[src/rtl/regfile_pkg.sv]
`default_nettype none
// ============================================================================
//  Module      : regfile_pkg
//  Description : Shared constants and the operand-fetch state encoding used
//                by regfile_operand_fetch and rf_wb_stage.
//  Revision    : 1.0 - initial release
// ============================================================================
package regfile_pkg;

    localparam int RF_DATA_W = 32;  // operand / register width
    localparam int RF_ADDR_W = 5;   // register index width

    // Operand-fetch sequencer states
    typedef enum logic [1:0] {
        ST_IDLE = 2'd0,
        ST_RD_A = 2'd1,
        ST_RD_B = 2'd2,
        ST_DONE = 2'd3
    } fetch_state_t;

endpackage : regfile_pkg
`default_nettype wire

[src/rtl/rf_wb_stage.sv]
`default_nettype none
// ============================================================================
//  Module      : rf_wb_stage
//  Description : Registered register-file write port. Writeback requests are
//                registered once and forwarded unconditionally (no
//                back-pressure). A synchronous reset discards any request
//                presented in the reset cycle.
//  Config      : ZERO_REG_EN - writebacks to index 0 are dropped.
//  Ports       : clk, reset                    - clock, sync active-high reset
//                wb_valid, wb_addr, wb_data    - writeback request
//                rf_w_enable, rf_w_address,
//                rf_data_in                    - to register file write port
//  Revision    : 1.0 - initial release
// ============================================================================
module rf_wb_stage
    import regfile_pkg::*;
#(
    parameter int DATA_W = RF_DATA_W,
    parameter int ADDR_W = RF_ADDR_W
) (
    input  logic              clk,
    input  logic              reset,
    input  logic              wb_valid,
    input  logic [ADDR_W-1:0] wb_addr,
    input  logic [DATA_W-1:0] wb_data,
    output logic              rf_w_enable,
    output logic [ADDR_W-1:0] rf_w_address,
    output logic [DATA_W-1:0] rf_data_in
);

    logic              w_keep;
    logic              r_w_enable;
    logic [ADDR_W-1:0] r_w_address;
    logic [DATA_W-1:0] r_data_in;

`ifdef ZERO_REG_EN
    // Register 0 is hardwired to zero, so writes to it never reach the file.
    assign w_keep = (wb_addr != '0);
`else
    assign w_keep = 1'b1;
`endif

    always_ff @(posedge clk) begin
        if (reset) begin
            r_w_enable  <= 1'b0;
            r_w_address <= '0;
            r_data_in   <= '0;
        end else begin
            r_w_enable  <= wb_valid && w_keep;
            r_w_address <= wb_addr;
            r_data_in   <= wb_data;
        end
    end

    assign rf_w_enable  = r_w_enable;
    assign rf_w_address = r_w_address;
    assign rf_data_in   = r_data_in;

endmodule : rf_wb_stage
`default_nettype wire

[src/rtl/regfile_operand_fetch.sv]
`default_nettype none
// ============================================================================
//  Module      : regfile_operand_fetch
//  Description : Initiator side of the register-file interface. Accepts an
//                operand-fetch request (rs, rt), sequences reads over the
//                file's single read port and returns the operands through a
//                valid/ready handshake. Also owns the file's write port via
//                rf_wb_stage, with a write-to-read bypass.
//  Config      : ZERO_REG_EN - register 0 reads as zero without a file
//                access; writebacks to index 0 are dropped.
//  Ports       : clk, reset                          - clock, sync reset
//                req_valid/ready, req_rs/rt/two_op   - fetch request
//                op_valid/ready, op_a, op_b          - operand response
//                wb_valid, wb_addr, wb_data          - writeback request
//                rf_r_address, rf_r_enable,
//                rf_data_out                         - file read port
//                rf_w_address, rf_w_enable,
//                rf_data_in                          - file write port
//  Revision    : 1.0 - initial release
// ============================================================================
module regfile_operand_fetch
    import regfile_pkg::*;
#(
    parameter int DATA_W = RF_DATA_W,
    parameter int ADDR_W = RF_ADDR_W
) (
    input  logic              clk,
    input  logic              reset,
    input  logic              req_valid,
    output logic              req_ready,
    input  logic [ADDR_W-1:0] req_rs,
    input  logic [ADDR_W-1:0] req_rt,
    input  logic              req_two_op,
    output logic              op_valid,
    input  logic              op_ready,
    output logic [DATA_W-1:0] op_a,
    output logic [DATA_W-1:0] op_b,
    input  logic              wb_valid,
    input  logic [ADDR_W-1:0] wb_addr,
    input  logic [DATA_W-1:0] wb_data,
    output logic [ADDR_W-1:0] rf_r_address,
    output logic              rf_r_enable,
    input  logic [DATA_W-1:0] rf_data_out,
    output logic [ADDR_W-1:0] rf_w_address,
    output logic              rf_w_enable,
    output logic [DATA_W-1:0] rf_data_in
);

    fetch_state_t      r_state;
    logic [ADDR_W-1:0] r_rs;
    logic [ADDR_W-1:0] r_rt;
    logic              r_two_op;
    logic              r_req_ready;
    logic              r_op_valid;
    logic [DATA_W-1:0] r_op_a;
    logic [DATA_W-1:0] r_op_b;

    logic [ADDR_W-1:0] w_rd_idx;
    logic              w_rd_cycle;
    logic              w_rd_zero;
    logic              w_bypass;
    logic [DATA_W-1:0] w_rd_data;

    rf_wb_stage #(
        .DATA_W (DATA_W),
        .ADDR_W (ADDR_W)
    ) u_wb_stage (
        .clk          (clk),
        .reset        (reset),
        .wb_valid     (wb_valid),
        .wb_addr      (wb_addr),
        .wb_data      (wb_data),
        .rf_w_enable  (rf_w_enable),
        .rf_w_address (rf_w_address),
        .rf_data_in   (rf_data_in)
    );

    // Read index is only presented during the two read states; the port is
    // parked at index 0 otherwise.
    always_comb begin
        w_rd_idx   = '0;
        w_rd_cycle = 1'b0;
        case (r_state)
            ST_RD_A: begin
                w_rd_idx   = r_rs;
                w_rd_cycle = 1'b1;
            end
            ST_RD_B: begin
                w_rd_idx   = r_rt;
                w_rd_cycle = 1'b1;
            end
            default: begin
                w_rd_idx   = '0;
                w_rd_cycle = 1'b0;
            end
        endcase
    end

`ifdef ZERO_REG_EN
    assign w_rd_zero = (w_rd_idx == '0);
`else
    assign w_rd_zero = 1'b0;
`endif

    // The write sitting on the file's write port lands at the same edge that
    // closes this read, so the file's combinational read data is still stale.
    assign w_bypass  = rf_w_enable && (rf_w_address == w_rd_idx);
    assign w_rd_data = w_rd_zero ? '0 : (w_bypass ? rf_data_in : rf_data_out);

    assign rf_r_address = w_rd_idx;
    assign rf_r_enable  = w_rd_cycle && !w_rd_zero;

    always_ff @(posedge clk) begin
        if (reset) begin
            r_state     <= ST_IDLE;
            r_rs        <= '0;
            r_rt        <= '0;
            r_two_op    <= 1'b0;
            r_req_ready <= 1'b1;
            r_op_valid  <= 1'b0;
            r_op_a      <= '0;
            r_op_b      <= '0;
        end else begin
            case (r_state)
                ST_IDLE: begin
                    if (req_valid) begin
                        r_rs        <= req_rs;
                        r_rt        <= req_rt;
                        r_two_op    <= req_two_op;
                        r_req_ready <= 1'b0;
                        r_state     <= ST_RD_A;
                    end
                end
                ST_RD_A: begin
                    r_op_a <= w_rd_data;
                    if (r_two_op) begin
                        r_state <= ST_RD_B;
                    end else begin
                        r_op_b  <= '0;
                        r_state <= ST_DONE;
                    end
                end
                ST_RD_B: begin
                    r_op_b  <= w_rd_data;
                    r_state <= ST_DONE;
                end
                ST_DONE: begin
                    // op_valid is registered off DONE, so it rises one edge
                    // after the last capture; op_ready is ignored until then.
                    if (!r_op_valid) begin
                        r_op_valid <= 1'b1;
                    end else if (op_ready) begin
                        r_op_valid  <= 1'b0;
                        r_req_ready <= 1'b1;
                        r_state     <= ST_IDLE;
                    end
                end
                default: begin
                    r_state <= ST_IDLE;
                end
            endcase
        end
    end

    assign req_ready = r_req_ready;
    assign op_valid  = r_op_valid;
    assign op_a      = r_op_a;
    assign op_b      = r_op_b;

endmodule : regfile_operand_fetch
`default_nettype wire
[config.mk]
export PLATFORM = sky130hd
export DESIGN_NAME = regfile_operand_fetch
export DESIGN_NICKNAME = d
export VERILOG_FILES = /design/src/rtl/regfile_pkg.sv /design/src/rtl/rf_wb_stage.sv /design/src/rtl/regfile_operand_fetch.sv
export SDC_FILE = /design/constraint.sdc
export NUM_CORES = 1
export LEC_CHECK = 0
export BUFFER_PORTS_ARGS = -buffer_cell sky130_fd_sc_hd__buf_2
export CORE_MARGIN = 1
export CORE_UTILIZATION = 49
export CTS_BUF_LIST = sky130_fd_sc_hd__clkbuf_16
export DETAILED_ROUTE_END_ITERATION = 8
export GPL_ROUTABILITY_DRIVEN = 0
export PLACE_DENSITY = 0.86
export REMOVE_ABC_BUFFERS = 1
export SLEW_MARGIN = 40
export SYNTH_ARGS = -nofsm -noshare
export SYNTH_HDL_FRONTEND = slang
export SYNTH_SLANG_ARGS = --single-unit
[constraint.sdc]
create_clock -name clk -period 2.7 [get_ports clk]
set_clock_uncertainty 0.2 [all_clocks]
set_input_delay 0.405 -clock clk [delete_from_list [all_inputs] [get_ports clk]]
set_output_delay 0.405 -clock clk [all_outputs]
set_load 0.02 [all_outputs]
# After elaboration in Yosys (flattened, before gate mapping)
# Index checks and enable logic that the tools add are counted.
# op_classes
n_mul,0
n_lt_le_gt_ge,0
eq_ne,8
n_addsub,0
bitwise_logic,0
n_reduce_logical,9
shifts,0
mux,16
div,0
# ops
op,count
32-bit two-way mux,2
32-bit case mux with 2 select lines,1
5-bit case mux with 2 select lines,1
"2-bit inequality test, second input constant",4
2-bit case mux with 4 select lines,1
1-bit two-way mux,7
2-bit two-way mux,3
5-bit equality test,1
"2-bit equality test, second input constant",2
2-bit AND reduction,2
4-bit AND reduction,1
2-bit nonzero test,2
3-bit AND reduction,1
"2-bit by 1-bit equality test with 1-bit output, second input constant",1
2-bit logical NOT,1
1-bit case mux with 2 select lines,1
2-bit OR reduction,1
1-bit logical AND,1
# word_totals
wordCells,44
ram_bits,0
regBits,117
output_inout_bits,110
inputBits,85
n_memories,0
mem_bits_ro,0
latch_bits,0

# Longest topological paths before layout
# depth
ltp_word,6
mapped_depth,10
depth_no_buf,7

# Cells and area by module
# Synthesis repeated with hierarchy kept, for this count alone.
# hier_totals
hier_cells,563
area_unflattened_um2,5377.7
# modules_own_cells
module,area_each_um2,cells_each,n_inst
regfile_operand_fetch,4165.2,483,1
rf_wb_stage,1212.4,80,1

# Worst setup path after synthesis
# No wires, ideal clock.
# synth_timing
path_kind,register -> register
startpoint,register r_state[1]
endpoint,"register r_op_a[15], in the netlist op_a[15]"
stages_incl_launch_ff,11
n_path_buf,3
t_arrival_ns,2.156
slack_ns,0.199
setup_time_ns,0.145
cell_sequence,dfxtp_1 > inv_1 > ha_1 > inv_2 > buf_6 > or3_4 > and3_1 > buf_4 > buf_2 > nand4_1 > a311oi_2
# synth_between
elab_chain_len,5
elab_cells_between_ends,6
cone_classes,3 x eq/ne; 2 x mux; 1 x reduce/logical
# synth_rtl
element,line,rtl
"start, declared",regfile_operand_fetch.sv:49,fetch_state_t r_state;
"start signal, assigned",regfile_operand_fetch.sv:115,r_state <= ST_IDLE;
"start signal, assigned",regfile_operand_fetch.sv:131,r_state <= ST_RD_A;
"start signal, assigned",regfile_operand_fetch.sv:137,r_state <= ST_RD_B;
2-bit equality test or 2-bit by 1-bit equality test with 1-bit output (tied branches),"regfile_operand_fetch.sv:83, regfile_operand_fetch.sv:124",
5-bit case mux with 2 select lines,regfile_operand_fetch.sv:83,case (r_state)
5-bit equality test,regfile_operand_fetch.sv:107,assign w_bypass = rf_w_enable && (rf_w_address == w_rd_idx);
1-bit logical AND,regfile_operand_fetch.sv:107,
32-bit two-way mux,regfile_operand_fetch.sv:108,assign w_rd_data = w_rd_zero ? '0 : (w_bypass ? rf_data_in : rf_data_out);
"end signal, assigned",regfile_operand_fetch.sv:135,r_op_a <= w_rd_data;
"end, declared",regfile_operand_fetch.sv:55,logic [DATA_W-1:0] r_op_a;
# Several ways; a longest one is shown, not always the timed one.
# A chain may end at the register's enable or synchronous reset.

# Worst setup path in the final report
# layout_timing
startpoint,register r_state[0]
endpoint,"register r_op_b[9], in the netlist op_b[9]"
# layout_between
elab_chain_len,6
elab_cells_between_ends,10
cone_classes,4 x eq/ne; 3 x mux; 3 x reduce/logical
# layout_rtl
element,line,rtl
2-bit equality test or 2-bit by 1-bit equality test with 1-bit output (tied branches),"regfile_operand_fetch.sv:83, regfile_operand_fetch.sv:124",
5-bit case mux with 2 select lines,regfile_operand_fetch.sv:83,
5-bit equality test,regfile_operand_fetch.sv:107,
1-bit logical AND,regfile_operand_fetch.sv:107,
32-bit two-way mux,regfile_operand_fetch.sv:108,
32-bit case mux with 2 select lines,regfile_operand_fetch.sv:124,case (r_state)
"end signal, assigned",regfile_operand_fetch.sv:144,r_op_b <= w_rd_data;
"end, declared",regfile_operand_fetch.sv:56,logic [DATA_W-1:0] r_op_b;
# Several ways; a longest one is shown, not always the timed one.

==> run metrics <==
DRT Pass-1 Iters 5; vias per cell 5.913; Placement Rows 36; slowest CP cell or3_4; arrival time worst endpoint 2.65 ns; Routed Antenna Nets 0; synth unique cells 38; ys flop type dfxtp_1; Placed Cells 839; layout filler cell count 770; max incr delay on CP 0.42 ns; worst skew pair latency 0.41 ns; chip height 104.3 um; cts bufs inserted 17; CP Cell Sequence inv_1, ha_1, inv_4, or3_4, and4_1, nand3_2, buf_12, o211ai_1; f_max 387.8 MHz; register area share after synthesis 45.65%; Tcrit/Tclk final 95.52%; status completed; vias in the first global route 5002; Critical Path Sink Type flip-flop; RSZ-0062 raised after global routing true; Initial Util 51.55%; startpoint types flip-flop; I/O Pins 195; synthesized cell area 5131 um2; Multi-input gate area 2437 um2; DRC 0; max_slew headroom 56.23%; total gr overflow 0; number of flops mapped to enable cells by yosys 0; placed cell areas 6085 um2; number of setup buffers added after CTS 0; Crit Path Class flip-flop to flip-flop; Sequential cell area 2342 um2; WHS 0.009671 ns; VDD IR max 546.6 uV; Design Area, Final 6701 um2; via count 5180; Worst-Margin Slew 0.6565 ns; core area 9955 um2; hold path start wb_data[24]; Reg clk slew, reported paths 0.05 ns; final count of negative-setup-slack endpoints 0; Synth Register Bits 117; Routed wire per std cell 16.97 um; # nets final 820; worst hold path type input port to flip-flop; fin. max-slew vios 0; Setup Total Neg Slack 0 ns; Cell Pwr Density 962.9 nW/um2; Pleak 2.733 nW; Avg Cell Area, Syn 9.114 um2; crit path setup slack, layout 0.1210 ns; first-pass GRT wire length 23870 um; Final min period 2.579 ns; antenna diode count 0; CTS Sinks 117; WP data required 2.77 ns; dpl hpwl 9508 um; Synth Instances 563; dpl ws 0.06497 ns; root buf cell clkbuf_16; Max H-tree Level 4; Final Hold Fails 0; initial antenna violation count 0; crit-path max FO 22; largest net degree at the start of global routing 84; synth warn 0; ys async rst share 0%; Die X 104.3 um; Worst Path Buf+Inv 3; worst flop-to-flop path startpoint r_state[0]$_SDFFE_PP0P_; clk buf depth 2; TritonCTS clock tree built; Tot GR Track Use 27.52%; die area 10880 um2; initial drt markers 254; post-layout util 67.32%; Setup crit start r_state[0]$_SDFFE_PP0P_; worst reg2reg setup slack 0.12 ns; Worst path top cell family by delay simple AND/OR/NAND/NOR gates; PnR Total Power 6.453 mW; MaxCap Viol Count 0; Finished Layout Cells 876; Post-Route WL 14870 um; fraction of layout cells with a size suffix above 1 34.45%; port bufs 194; synth-to-layout area growth 30.60%
-- Yosys cell counts (2+ instances only) --
| cell type | number | area, um2 |
|---|---|---|
| ha_1 | 5 | 62.56 |
| nand2_1 | 88 | 330.3 |
| buf_2 | 10 | 50.05 |
| buf_1 | 6 | 22.52 |
| o21ai_0 | 2 | 10.01 |
| nand4_4 | 2 | 42.54 |
| o31ai_1 | 32 | 240.2 |
| buf_6 | 8 | 90.09 |
| and4_1 | 2 | 17.52 |
| o211ai_1 | 32 | 240.2 |
| inv_1 | 3 | 11.26 |
| a22oi_2 | 5 | 62.56 |
| o21ai_2 | 5 | 43.79 |
| nor2_1 | 41 | 153.9 |
| clkbuf_1 | 30 | 112.6 |
| o311ai_1 | 32 | 280.3 |
| nand4_1 | 32 | 200.2 |
| buf_4 | 9 | 67.56 |
| a311oi_1 | 31 | 271.5 |
| dfxtp_1 | 117 | 2342 |
| or3_4 | 4 | 45.04 |
| nor2b_1 | 39 | 244.0 |
| a21oi_1 | 13 | 65.06 |
-- where the power goes --
part	internal, mW	switching (mW)	total, mW
Combinational	0.684	1.44	2.12
Sequential	2.05	0.198	2.25
Clock	1.33	0.760	2.09
-- placed cells by master (no fill, tap or decap), drive strengths merged, types with 2 or more instances in the layout --
cell type / netlist / final
nor2b: 39 / 39
o211ai: 32 / 32
dfxtp: 117 / 117
clkinv: 0 / 8
o311ai: 32 / 32
a22oi: 5 / 5
o31ai: 32 / 32
inv: 4 / 7
dlygate4sd3: 0 / 5
nand2: 88 / 88
nand4: 34 / 34
a311oi: 32 / 32
bufinv: 0 / 2
a21oi: 13 / 13
o21ai: 8 / 8
ha: 5 / 5
buf: 33 / 206
nor2: 41 / 41
clkbuf: 30 / 17
and4: 2 / 2
nand3: 3 / 3
or3: 5 / 5
clkinvlp: 0 / 2
-- what timing repair did --
action / 4_1_cts / 5_1_grt
hold buffers: 2 / 3
setup endpoints to repair: 0 / 53
resized for setup: 0 / 4
endpoints found under the hold margin: 2 / 3
-- final cells by class --
| cell class | count | share of cell area (%) |
|---|---|---|
| flip-flops and latches | 117 | 34.95 |
| multi-input cells | 379 | 36.37 |
| well taps | 133 | 2.483 |
| clock inverters | 15 | 1.848 |
| clock buffers | 17 | 6.348 |
| inverters | 4 | 0.2614 |
| repair buffers | 211 | 17.74 |
-- kinds of logic (layout without fill, tap and decap cells) --
kind of cell,Yosys count,in the layout,share of synthesized area [%]
compound gates,156,156,24.34
flops,117,117,45.65
mux,1,1,0.1951
fa+ha+maj,5,5,1.219
buf+inv,67,247,6.974
simple gates,217,217,21.63
-- worst paths after layout --
| kind | endpoint | cells after the start |
|---|---|---|
| max | op_b[9]$_SDFFE_PP0P_ | 8 |
| min | u_wb_stage.rf_data_in[24]$_SDFF_PP0_ | 2 |
| max reg2reg | op_b[9]$_SDFFE_PP0P_ | 8 |
| min reg2reg | r_two_op$_SDFFE_PP0P_ | 2 |
-- worst reg2reg max path, cell delays in order (launching register included) --
cell and delay [ns]:
dfxtp_1 0.38, inv_1 0.12, ha_1 0.38, inv_4 0.11
or3_4 0.42, and4_1 0.23, nand3_2 0.26, buf_12 0.22
o211ai_1 0.12
-- sequential cells by signal, indices dropped and copies added (netlist names) --
name,flops
op_a,32
op_b,32
op_valid,1
r_rs,5
r_rt,5
r_state,2
r_two_op,1
req_ready,1
u_wb_stage.rf_data_in,32
u_wb_stage.rf_w_address,5
u_wb_stage.rf_w_enable,1
-- routing by layer --
| layer | track usage, % | wire length (um) | vias up | part of all wire, % |
|---|---|---|---|---|
| met5 | 0 | 0 | - | 0 |
| met4 | 13.67 | 321 | 0 | 2.2 |
| met3 | 9.712 | 1350 | 35 | 9.1 |
| met2 | 45.41 | 7318 | 272 | 49 |
| met1 | 31.40 | 5878 | 2440 | 40 |
| li1 | - | - | 2433 | - |
Power figures use the tool's default switching activity.
